`config.mk`:
```
export PLATFORM = sky130hd
export DESIGN_NAME = autocorr
export DESIGN_NICKNAME = d
export VERILOG_FILES = /design/src/rtl/autocorr.sv
export SDC_FILE = /design/constraint.sdc
export NUM_CORES = 1
export LEC_CHECK = 0
export ABC_AREA = 0
export ABC_CLOCK_PERIOD_IN_PS = 10500
export BUFFER_PORTS_ARGS = -buffer_cell sky130_fd_sc_hd__buf_2
export CORE_MARGIN = 8
export CORE_UTILIZATION = 58
export DETAILED_ROUTE_END_ITERATION = 16
export GPL_TIMING_DRIVEN = 0
export PLACE_DENSITY = 0.79
export REMOVE_ABC_BUFFERS = 1
export SETUP_SLACK_MARGIN = 0.4
export SLEW_MARGIN = 15
export SYNTH_ARGS = -nofsm -noshare
export SYNTH_HDL_FRONTEND = slang
export SYNTH_SLANG_ARGS = --single-unit
```
`constraint.sdc`:
```
create_clock -name clk_i -period 10.5 [get_ports clk_i]
set_input_delay 0.525 -clock clk_i [delete_from_list [all_inputs] [get_ports clk_i]]
set_output_delay 0.525 -clock clk_i [all_outputs]
set_load 0.01 [all_outputs]
```
`src/rtl/autocorr.sv`:
```
// Autocorrelation front end: computes lags r[0..10] of one speech frame and
// streams them into the r register file, pulsing done to launch Levinson.
module autocorr #(
  parameter int N     = 240,
  parameter int AW    = 10,
  parameter int SHIFT = 8
) (
  input  logic               clk_i,
  input  logic               reset_i,
  input  logic               start_i,
  output logic [AW-1:0]      x_rsel_a_o,
  output logic [AW-1:0]      x_rsel_b_o,
  input  logic signed [15:0] x_r_a_i,
  input  logic signed [15:0] x_r_b_i,
  output logic [10:0]        r_wsel_o,
  output logic [31:0]        r_w_o,
  output logic               busy_o,
  output logic               done_o
);

  typedef enum logic [2:0] {IDLE, ISSUE, DRAIN, WRITE, DONE} state_e;

  localparam logic [AW-1:0]      LAST_N  = AW'(N - 1);
  localparam logic [3:0]         MAX_LAG = 4'd10;
  localparam logic signed [47:0] SAT_MAX = 48'sd2147483647;
  localparam logic signed [47:0] SAT_MIN = -48'sd2147483648;

  state_e             state_q;
  logic [3:0]         k_q;
  logic [AW-1:0]      n_q;
  logic signed [47:0] acc_q;
  logic               valid_q;
  logic [10:0]        r_wsel_q;
  logic [31:0]        r_w_q;
  logic               busy_q;
  logic               done_q;

  logic signed [31:0] a_ext;
  logic signed [31:0] b_ext;
  logic signed [31:0] prod;
  logic signed [47:0] acc_d;
  logic signed [47:0] shifted;
  logic [31:0]        sat_val;

  // valid_q marks the cycle in which data for the previous address pair arrives
  always_comb begin
    a_ext   = {{16{x_r_a_i[15]}}, x_r_a_i};
    b_ext   = {{16{x_r_b_i[15]}}, x_r_b_i};
    prod    = a_ext * b_ext;
    acc_d   = valid_q ? (acc_q + {{16{prod[31]}}, prod}) : acc_q;
    shifted = acc_d >>> SHIFT;
    if (shifted > SAT_MAX) begin
      sat_val = 32'h7FFF_FFFF;
    end else if (shifted < SAT_MIN) begin
      sat_val = 32'h8000_0000;
    end else begin
      sat_val = shifted[31:0];
    end
  end

  always_comb begin
    x_rsel_a_o = '0;
    x_rsel_b_o = '0;
    if (state_q == ISSUE) begin
      x_rsel_a_o = n_q;
      x_rsel_b_o = n_q - AW'(k_q);
    end
  end

  always_ff @(posedge clk_i) begin
    if (reset_i) begin
      state_q  <= IDLE;
      k_q      <= '0;
      n_q      <= '0;
      acc_q    <= '0;
      valid_q  <= 1'b0;
      r_wsel_q <= '0;
      r_w_q    <= '0;
      busy_q   <= 1'b0;
      done_q   <= 1'b0;
    end else begin
      valid_q <= (state_q == ISSUE);
      acc_q   <= acc_d;
      case (state_q)
        IDLE: begin
          if (start_i) begin
            state_q <= ISSUE;
            k_q     <= '0;
            n_q     <= '0;
            acc_q   <= '0;
            busy_q  <= 1'b1;
          end
        end
        ISSUE: begin
          if (n_q == LAST_N) begin
            state_q <= DRAIN;
          end else begin
            n_q <= n_q + 1'b1;
          end
        end
        // The last product lands here, so the saturated lag is taken from acc_d
        DRAIN: begin
          state_q  <= WRITE;
          r_wsel_q <= 11'd1 << k_q;
          r_w_q    <= sat_val;
        end
        WRITE: begin
          r_wsel_q <= '0;
          r_w_q    <= '0;
          acc_q    <= '0;
          if (k_q < MAX_LAG) begin
            state_q <= ISSUE;
            k_q     <= k_q + 4'd1;
            n_q     <= AW'(k_q) + AW'(1);
          end else begin
            state_q <= DONE;
            done_q  <= 1'b1;
            busy_q  <= 1'b0;
          end
        end
        DONE: begin
          done_q  <= 1'b0;
          state_q <= IDLE;
        end
        default: state_q <= IDLE;
      endcase
    end
  end

  assign r_wsel_o = r_wsel_q;
  assign r_w_o    = r_w_q;
  assign busy_o   = busy_q;
  assign done_o   = done_q;

endmodule

```
==> impl_metrics.json <==
{
  "crit_start": "x_r_a_i[0]",
  "grt_busiest_layer": "met2",
  "num_rows": 63,
  "drive_gt1_share_pct": 8.76,
  "synth.most_common_cell": "inv_1",
  "async_flop_share_pct": 0,
  "final-setup-viol-count": 0,
  "critPathKind": "primary input to flip-flop",
  "die_w_um": 189,
  "outcome": "completed",
  "yosysTopAreaCellShare_pct": 30.5,
  "synth-compound-area-share_pct": 12.0,
  "worst-path-max-fanout": 16,
  "final_hold_viol_count": 0,
  "reg2reg_from": "acc_q[5]$_SDFF_PP0_",
  "drv_slew": 0,
  "finalCritPeriodShare_pct": 92.2,
  "tightest_slew_ps": 759,
  "hp-start": "r_w_o[31]$_SDFFE_PP0P_",
  "drc": 0,
  "critPathMaxStageDelay_ps": 590,
  "final_antenna_net_count": 0,
  "cpMostUsedCell": "fa_1",
  "wire_per_inst_um": 16.6,
  "start_util_pct": 58.7,
  "h-tree-depth": 3,
  "syn_avg_cell_area_um2": 8.58,
  "grt_use_total_pct": 23.4,
  "diodes": 0,
  "relSlewSlack_pct": 49.4,
  "synth_area_um2": 17300,
  "met3_usage_pct": 4.64,
  "synth_cell_types": 74,
  "dieHeight_um": 189,
  "muxShareOfSynthArea_pct": 2.38,
  "rsz0062_at_grt": "yes",
  "grt_max_degree": 63,
  "fmax_mhz": 103,
  "syn-instance-count": 2023,
  "vias_per_cell": 5.68,
  "hp-class": "flip-flop to flip-flop",
  "use_met1_pct": 30.1,
  "maxCapViolations": 0,
  "fin_skew_ps": 5.75,
  "synth-edff-count": 0,
  "path_clk_slew_ps": 70,
  "drt_iter0_drc": 896,
  "startpoint_type": "primary input",
  "fin_tns_setup_ps": 0,
  "cts_tree": "yes",
  "antenna_found_initial": 0,
  "ys_ff_latch": 111,
  "grt_pass1_vias": 14609,
  "clk_latency_ps": 360,
  "finalCriticalPeriod_ps": 9690,
  "gp_congestion": 0.919,
  "dpl.hpwl_mm": 32.4,
  "grt-ovfl-total": 0,
  "cts_root_buf": "clkbuf_16",
  "synth-simple-area-share_pct": 18.0,
  "endpoint_kind": "flip-flop",
  "drt-pass1-iter-count": 8,
  "nNetsFinal": 2501,
  "synth_top_family_by_area": "adder cells",
  "yosysWarnings": 0,
  "numPortBuffers": 99,
  "seq_area_frac_synth_pct": 12.8,
  "drt-total-wl_mm": 40.7,
  "via_count": 13955,
  "netlist_top_cells_count": "inv_1, fa_1, nand2_1, nor2_1, and2_1",
  "synthTopCellsByArea": "fa_1, dfxtp_1, ha_1, inv_1, and2_1",
  "required_ps": 10770,
  "synthXorXnorAreaFrac_pct": 4.64,
  "cts_sinks": 111,
  "yosys.area.top_type": "fa_1",
  "crit_arrival_ps": 9960,
  "dieArea_um2": 35700,
  "grtUsageMet2_pct": 39.2,
  "cts_made_buffers": 9,
  "crit_slowest_cell": "fa_1",
  "clk_path_buf_depth": 2,
  "area_growth_pct": 7.65,
  "synthAdderAreaFrac_pct": 40.6,
  "grt_pass1_wl_mm": 70.0,
  "synth_flop_cell": "dfxtp_1",
  "coreArea_um2": 29600,
  "io_pins": 100
}
==> layout by cell type (no fill, tap or decap), types with 5 or more instances in the layout <==
cell,count
o21a_1,14
nor2b_1,10
or2_2,5
buf_4,6
dfxtp_1,110
nand2_1,188
and3_1,13
o211ai_1,7
nand4_1,14
nor3_1,22
inv_1,346
clkbuf_4,8
buf_2,87
or3_1,9
ha_1,133
a21o_1,28
o21ai_0,46
mux2i_1,36
xnor2_1,50
fa_1,263
clkbuf_16,9
and2_1,142
xor2_1,35
a221o_1,28
a21oi_1,78
nor2_1,183
a31oi_1,13
nand2b_1,18
nand3_1,17
o21bai_1,7
ha_2,5
o31ai_1,5
a211oi_1,12
a22oi_1,13
==> layer usage <==
layer / part of all wire, % / vias up / wire length (µm)
met3: 6.5 / 76 / 2650
met5: 0 / - / 0
li1: - / 6550 / -
met2: 49 / 449 / 19800
met4: 2.2 / 0 / 896
met1: 43 / 6880 / 17300
==> flip-flops by register name, indices dropped and copies added (netlist names) <==
name,cells
k_q,4
busy_o,1
r_wsel_o,11
done_o,1
valid_q,1
n_q,10
r_w_o,32
acc_q,48
state_q,3
==> through the flow <==
stage          std cells  setup WS, ps  area (µm²)  util, %  hold slack, ps
6_report            2457           814       18700     63.2             474
5_1_grt             2457           386       18700     63.2             508
2_1_floorplan       1941           790       17000        -             461
3_3_place_gp        2430         -1170       18000     60.8             462
4_1_cts             2455           407       18500     62.5             480
3_5_place_dp        2435          -773       18100     61.1             465
==> repair_timing <==
action                                  in CTS  in global routing
resized for setup                           15                 35
buffers inserted                             2                  1
cloned                                       2                  1
endpoints found under the setup margin      31                 32
pin swaps                                    2                  9
hold buffers                                 0                  0
==> cell families after synthesis <==
family | count (synthesis)
AND/OR/NAND/NOR | 646
AO/OA/AOI/OAI | 302
adder cells (fa/ha/maj) | 404
XOR/XNOR | 91
multiplexers | 40
buffers and inverters | 429
flip-flops | 111
==> layout make-up <==
cell class | count | area [µm²]
clock buffer | 10 | 229
tap | 390 | 488
clock inverter | 6 | 101
sequential | 111 | 2230
multi-input combinational | 1486 | 13700
timing repair buffer | 107 | 621
fill | 2483 | 10900
inverter | 347 | 1310
==> critical path, delay by kind of cell <==
family / cells / cell delay (ps)
xor gates and xnor gates: 1 / 210
AOI/OAI and AO/OA: 13 / 2620
buffers and inverters: 5 / 540
adders and majority gates: 8 / 3930
and+or+nand+nor: 9 / 2080
==> path summary, 6_finish.rpt <==
path / slack (ps) / cells after the start / to
worst max-delay path: 810 / 36 / r_w_o[10]$_SDFFE_PP0P_
worst max register to register: 6440 / 15 / r_w_o[24]$_SDFFE_PP0P_
worst min register to register: 470 / 2 / r_w_o[31]$_SDFFE_PP0P_
worst min-delay path: 470 / 2 / r_w_o[31]$_SDFFE_PP0P_
Power is not shown: default switching activity piles up to over one toggle a cycle in this logic, so the estimate is an artifact.
